### src/rtl/reg_bank_arbiter.sv
// reg_bank_arbiter
//   Two-requester, round-robin arbiter that serialises single-cycle writes
//   into a bank of N_REG enable-gated registers. Each accepted request runs
//   IDLE -> GRANT -> WRITE, so the fixed latency is gnt one cycle after the
//   sampling edge and wen two cycles after it. All outputs are registered.
//
// Ports
//   clk            : single clock, rising-edge
//   rst            : synchronous, active-high reset
//   req0 / req1    : write request per requester
//   addr0 / addr1  : target register index per requester
//   data0 / data1  : write data per requester
//   gnt0 / gnt1    : one-cycle grant pulse to the winning requester
//   wen            : one-hot register write enable, high only in WRITE
//   wdata          : write data to every bank register, held outside WRITE
//   busy           : high in GRANT and WRITE
//
// state | meaning
// IDLE  | waiting for a request; arbitration and latching happen on exit
// GRANT | winner's gnt is high; requests are ignored
// WRITE | wen/wdata drive the bank for one cycle; requests are ignored
module reg_bank_arbiter #(
  parameter int DATA_W = 8,
  parameter int N_REG  = 4,
  localparam int ADDR_W = (N_REG > 1) ? $clog2(N_REG) : 1
) (
  input  logic              clk,
  input  logic              rst,
  input  logic              req0,
  input  logic              req1,
  input  logic [ADDR_W-1:0] addr0,
  input  logic [ADDR_W-1:0] addr1,
  input  logic [DATA_W-1:0] data0,
  input  logic [DATA_W-1:0] data1,
  output logic              gnt0,
  output logic              gnt1,
  output logic [N_REG-1:0]  wen,
  output logic [DATA_W-1:0] wdata,
  output logic              busy
);

  typedef enum logic [1:0] {
    IDLE  = 2'd0,
    GRANT = 2'd1,
    WRITE = 2'd2
  } state_t;

  state_t              state_q, state_d;
  logic                last_winner_q, last_winner_d;
  logic [ADDR_W-1:0]   addr_q, addr_d;
  logic [DATA_W-1:0]   data_q, data_d;
  logic                gnt0_d, gnt1_d, busy_d;
  logic [N_REG-1:0]    wen_d;
  logic [DATA_W-1:0]   wdata_d;
  logic                win1;

  // Requester 1 wins when it is alone, or on a tie when requester 0 was
  // served last (last_winner_q == 0).
  assign win1 = req1 & (~req0 | ~last_winner_q);

  // State and registered outputs
  always_ff @(posedge clk) begin
    if (rst) begin
      state_q       <= IDLE;
      last_winner_q <= 1'b1;
      addr_q        <= '0;
      data_q        <= '0;
      gnt0          <= 1'b0;
      gnt1          <= 1'b0;
      wen           <= '0;
      wdata         <= '0;
      busy          <= 1'b0;
    end else begin
      state_q       <= state_d;
      last_winner_q <= last_winner_d;
      addr_q        <= addr_d;
      data_q        <= data_d;
      gnt0          <= gnt0_d;
      gnt1          <= gnt1_d;
      wen           <= wen_d;
      wdata         <= wdata_d;
      busy          <= busy_d;
    end
  end

  // Next state
  always_comb begin
    state_d = state_q;
    case (state_q)
      IDLE:    if (req0 || req1) state_d = GRANT;
      GRANT:   state_d = WRITE;
      WRITE:   state_d = IDLE;
      default: state_d = IDLE;
    endcase
  end

  // Next values of the registered outputs and the latched transaction
  always_comb begin
    gnt0_d        = 1'b0;
    gnt1_d        = 1'b0;
    wen_d         = '0;
    wdata_d       = wdata;
    busy_d        = 1'b0;
    last_winner_d = last_winner_q;
    addr_d        = addr_q;
    data_d        = data_q;
    case (state_q)
      IDLE: begin
        if (req0 || req1) begin
          gnt0_d        = ~win1;
          gnt1_d        = win1;
          busy_d        = 1'b1;
          last_winner_d = win1;
          addr_d        = win1 ? addr1 : addr0;
          data_d        = win1 ? data1 : data0;
        end
      end
      GRANT: begin
        wen_d[addr_q] = 1'b1;
        wdata_d       = data_q;
        busy_d        = 1'b1;
      end
      default: ;
    endcase
  end

endmodule
### config.mk
export PLATFORM = sky130hd
export DESIGN_NAME = reg_bank_arbiter
export DESIGN_NICKNAME = d
export VERILOG_FILES = /design/src/rtl/reg_bank_arbiter.sv
export SDC_FILE = /design/constraint.sdc
export NUM_CORES = 1
export LEC_CHECK = 0
export BUFFER_PORTS_ARGS = -buffer_cell sky130_fd_sc_hd__buf_2
export CORE_ASPECT_RATIO = 1.75
export CORE_UTILIZATION = 25
export DETAILED_ROUTE_END_ITERATION = 6
export PLACE_DENSITY_LB_ADDON = 0.12
export SLEW_MARGIN = 20
export SYNTH_ARGS = -nofsm -noshare
export SYNTH_HDL_FRONTEND = slang
export SYNTH_SLANG_ARGS = --single-unit
### constraint.sdc
create_clock -name clk -period 1.5 [get_ports clk]
set_clock_uncertainty 0.05 [all_clocks]
set_input_delay 0.3 -clock clk [delete_from_list [all_inputs] [get_ports clk]]
set_output_delay 0.3 -clock clk [all_outputs]
set_load 0.005 [all_outputs]
==> flow_summary.ini, run 1 <==
[yosys]
netlist_area_sq_um = 1124
seq_area_frac_synth = 0.4989
synth-xor-area-share = 0
synth_nets = 146
async_flop_share = 0
synthAdderAreaFrac = 0
yosys.area_share.simple = 0.2105
muxShareOfSynthArea = 0
synth_cells = 122
synth_area_leader_cell = dfxtp_1
synth_top_area_frac = 0.4989
synth-compound-area-share = 0.1982
ys_warn_count = 0
yosysUniqueCellTypes = 23
synth_top_family_by_area = simple AND/OR/NAND/NOR gates
synth_flop_cell = dfxtp_1
synth_edf_count = 0
ys_ff_latch = 28
syn_avg_cell_area_sq_um = 9.210
synth_area_leaders = dfxtp_1, nand2_1, a21oi_1

[hold_path]
hold_path_class = input pin to register
worstHoldStart = data0[3]

[timing]
fin_setup_tns_ns = 0
hold_violations = 0
worst_slew_pin_slew_ns = 0.4947
period_share = 0.8427
maxSlewHeadroom = 0.6702
rsz0062_at_grt = no
finalCriticalPeriod_ns = 1.264
fmax_ghz = 0.7911
final_max_slew_viol_count = 0
finalSetupViolCount = 0

[routing]
vias = 955
routed_wl_um = 2432
drc = 0
wl_per_cell_um = 11.86
first_iter_violations = 24
final_antenna_net_count = 0
via_per_inst = 4.659
dr.pass1.iters = 4

[clock_network]
cts_tree = done
cts-resized-gates = 0
clk_latency_ns = 0.26
cts_setup_buffers = 0
cts_buffers = 3
cts_buffer_depth = 2
htreeDepth = 1
clock_sinks = 28
clkSlewWorstSetupHoldPaths_ns = 0.09
postCtsHoldBufs = 0
cts_root_buf = clkbuf_8

[critical_path]
crit_fanout = 12
critPathRequiredTime_ns = 1.62
cp.arrival_ns = 1.38
crit_slowest_cell = dfxtp_1
startpoint = state_q[1]$_SDFFE_PP0P_
r2r_end = wen[3]$_SDFF_PP0_
cp-endpoint = wen[3]$_SDFF_PP0_
rr_worst_depth = 3
cp_cell_sequence = nand2b_1, nor2_1, and3_1
endpoint_kind = register
critical_path_class = register to register
start_kind = register
r2r_start = state_q[1]$_SDFFE_PP0P_
r2r_slack_ns = 0.24
slowest_delay_ns = 0.42

[floorplanning]
start_util = 0.2658
die_height_um = 90.69
num_io_pins = 39
fp.dieW_um = 52.68
core_area_sq_um = 4228
fp-row-count = 31
dieArea_sq_um = 4777

[outcome]
outcome = completed

[power]
ir_worst_vdd_v = 0.0004399
power.leakage_nw = 0.5811
p_per_area_nw_per_um2 = 1096

[grt]
grt_pass1_wl_um = 3829
use_met3 = 0.01684
grt-ovfl-total = 0
track_usage = 0.1063
antenna_found_initial = 0
use_met2 = 0.1793
grt_pass1_vias = 851
grt_max_degree = 28
met1_usage = 0.1235
top_usage_layer = met2

[finish]
fill_cells = 476
diodes = 0
area_growth_pct = 18.82
drive_above_1_share = 0.3269
nets = 182
layout_common_cells = buf_2, nand2_1, dfxtp_1, a21oi_1, a311oi_1
final_area_sq_um = 1335
final_common_cell = buf_2

[placed_design]
place.gp.congestion = 0.7060
place.port_buffers = 38
placed_area_sq_um = 1294
place_hpwl_um = 1884

[flow_run]
cap_violations = 0
cells by family after synthesis:
family	after synthesis
buffers and inverters	10
AOI/OAI and AO/OA	32
and+or+nand+nor	52
DFF	28
flip-flops by register name (all words and copies together), names as in the netlist:
signal / cells
state_q: 2
wen: 4
gnt1: 1
gnt0: 1
addr_q: 2
busy: 1
data_q: 8
wdata: 8
last_winner_q: 1
where the power goes:
group	total, mW	leakage (nW)	switching, mW	internal (mW)
Clock	0.392	0.0216	0.212	0.180
Combinational	0.236	0.329	0.129	0.107
Sequential	0.835	0.230	0.0345	0.801
Total	1.46	0.581	0.376	1.09
metrics by stage:
stage	hold WS [ns]	total power [mW]	worst slack, ns	util	std cells
after floorplan	0.3816	1.031	0.3347	-	122
after global placement	0.3968	1.086	0.1838	0.3060	202
after detailed placement	0.3965	1.093	0.1658	0.3060	202
after CTS	0.2370	1.484	0.2184	0.3158	205
after global routing	0.2373	1.555	0.1391	0.3158	205
final	0.2397	1.464	0.2359	0.3158	205
final cells by class:
type                            instances  area (sq um)  area share
Multi-Input combinational cell         84         459.2      0.3440
Tap cell                               49         61.31     0.04592
Clock buffer                            3         41.29     0.03093
Sequential cell                        28         560.5      0.4199
Timing Repair Buffer                   41         212.7      0.1593
how the worst min path moves through the flow:
stage          depth (start not counted)                     end
6_report                               3  data_q[3]$_SDFFE_PP0P_
4_1_cts                                3  data_q[1]$_SDFFE_PP0P_
3_3_place_gp                           2   wdata[7]$_SDFFE_PP0P_
2_1_floorplan                          2   wdata[0]$_SDFFE_PP0P_
5_1_grt                                3  data_q[1]$_SDFFE_PP0P_
3_5_place_dp                           2   wdata[0]$_SDFFE_PP0P_
layer usage:
metal  share of wire  wire length [um]
met1            0.42              1017
met2            0.53              1278
met3           0.045               109
met4           0.011                27
met5               0                 0
critical path: cells and delay by family (launching register included):
| kind | cells | cell delay [ns] |
|---|---|---|
| and+or+nand+nor | 3 | 0.70 |
| DFF | 1 | 0.42 |
synthesized netlist by cell type, types with 2 or more instances:
cell	n
a21oi_1	18
a311oi_1	9
buf_6	2
clkbuf_1	2
clkbuf_8	5
dfxtp_1	28
nand2_1	37
nor2_1	3
nor3_1	3
nor4b_1	2
Power figures use the tool's default switching activity.
==> inputs of run 2 (changes only) <==
==> constraint.sdc (replaced) <==
create_clock -name clk -period 1.2 [get_ports clk]
set_clock_uncertainty 0.05 [all_clocks]
set_input_delay 0.24 -clock clk [delete_from_list [all_inputs] [get_ports clk]]
set_output_delay 0.24 -clock clk [all_outputs]
set_load 0.005 [all_outputs]
==> run 2 against run 1 <==
Net effect:
- clock-buffer cell count grew 1
- via count is 4.1% higher
- combinational power rose by 54%
- final area up 8.5%
- setup slack worse by 0.18 ns
- final cell count grew 3.9%
- critical path depth up 1
- largest cell class unchanged
==> flow_summary.ini, run 2 (synthesis gave the netlist of run 1 again) <==
[grt]
grt_pass1_vias = 956
antenna_found_initial = 0
grt-ovfl-total = 0
met1_usage = 0.1270
grt_max_degree = 19
grt_pass1_wl_um = 4133
use_met3 = 0.01684
top_usage_layer = met2
track_usage = 0.1137
use_met2 = 0.1994

[clock_network]
clk_latency_ns = 0.27
cts_root_buf = clkbuf_8
cts_buffer_depth = 2
htreeDepth = 1
clock_sinks = 28
cts_tree = done
cts_buffers = 3
clkSlewWorstSetupHoldPaths_ns = 0.10

[hold_path]
hold_depth = 3
hold_path_class = input pin to register

[timing]
hold_violations = 0
fin_setup_tns_ns = 0
setup_ws_ns = 0.05103
worst_slew_pin_slew_ns = 0.3387
finalSetupViolCount = 0
period_share = 0.9575
maxSlewHeadroom = 0.7742
final_max_slew_viol_count = 0
finalCriticalPeriod_ns = 1.149
rsz0062_at_grt = yes
fmax_ghz = 0.8703
holdWs_ns = 0.1760

[finish]
drive_above_1_share = 0.3902
largestRegisters = data_q x8, wdata x8, wen x4
final_common_cell = buf_2
nets = 189
area_growth_pct = 28.95
diodes = 0
layout_common_cells = buf_2, nand2_1, dfxtp_1, a21oi_1

[power]
ir_worst_vdd_v = 0.0008270
p_int_mw = 1.480
pwr-share-clk = 0.292
power.leakage_nw = 0.6334
p_seq_frac = 0.525
pwr-share-comb = 0.182
p_sw_frac = 0.2576
p_switching_mw = 0.5133
p_per_area_nw_per_um2 = 1376

[critical_path]
crit_fanout = 6
slowest_delay_ns = 0.37
crit_slowest_cell = dfxtp_4
cp.arrival_ns = 1.25
path_depth = 4
critical_path_class = register to register
crit_buf_inv = 1
cp_cell_sequence = nor2_4, and2_4, buf_12, a311oi_1
endpoint_kind = register
crit_family = simple AND/OR/NAND/NOR gates
rr_worst_depth = 4
critPathRequiredTime_ns = 1.31
start_kind = register

[routing]
wl_per_cell_um = 11.86
via_per_inst = 4.667
first_iter_violations = 27
routed_wl_um = 2527
dr.pass1.iters = 4
vias = 994
final_antenna_net_count = 0
drc = 0

[placed_design]
dp_worst_setup_slack_ns = -0.05381
place.port_buffers = 38
place.gp.congestion = 0.7103
place_hpwl_um = 2002

[floorplanning]
num_io_pins = 39
core_area_sq_um = 4228
fp.dieW_um = 52.68
fp-row-count = 31
die_height_um = 90.69
dieArea_sq_um = 4777
start_util = 0.2658

[outcome]
outcome = completed

[flow_run]
cap_violations = 0
run 2: cell types whose count changed in the layout (fill, tap and decap cells not counted), sizes merged:
cell    before  now
buf         41   48
clkbuf       3    4
run 2: final cells by class:
class                      count  area (sq um)
sequential                    28         565.5
clock buffer                   4         55.05
fill                         444          2779
timing repair buffer          48         285.3
tap                           49         61.31
multi-input combinational     84         481.7
run 2: timing repair:
action	CTS	global route
buffers inserted	0	1
setup endpoints to repair	0	18
hold buffers	0	0
gates resized for setup	0	9
run 2: path summary, 6_finish.rpt:
kind                                         startpoint                      to  slack, ns
worst max register to register  state_q[1]$_SDFFE_PP0P_  data_q[2]$_SDFFE_PP0P_       0.05
worst min-delay path                           data1[3]  data_q[3]$_SDFFE_PP0P_       0.18
worst max-delay path            state_q[1]$_SDFFE_PP0P_  data_q[2]$_SDFFE_PP0P_       0.05
worst min register to register    wdata[3]$_SDFFE_PP0P_   wdata[3]$_SDFFE_PP0P_       0.40
run 2: tightest hold or removal path, stage by stage:
cell and delay, ns:
buf_2 0.10, nand2_1 0.04, a311oi_1 0.08
run 2: routing by layer:
metal  wire, um  up-vias
met5          0        -
met4         27        0
met3         99        2
met2       1356       25
met1       1043      464
li1           -      503
run 2: per-stage QoR:
stage            util  std cells  power [mW]  instance area (sq um)
3_3_place_gp   0.3196        208       1.400                   1351
4_1_cts        0.3326        212       1.997                   1406
2_1_floorplan       -        122       1.289                   1124
3_5_place_dp   0.3196        208       1.411                   1351
5_1_grt        0.3427        213       2.092                   1449
6_report       0.3427        213       1.993                   1449
run 2: power by group through the flow:
| stage | sequential, mW | clock [mW] | combinational, mW |
|---|---|---|---|
| after floorplan | 1.06 | 0 | 0.228 |
| after global placement | 1.07 | 0 | 0.334 |
| after detailed placement | 1.07 | 0 | 0.342 |
| after CTS | 1.05 | 0.607 | 0.343 |
| after global routing | 1.06 | 0.632 | 0.401 |
| final | 1.05 | 0.583 | 0.363 |
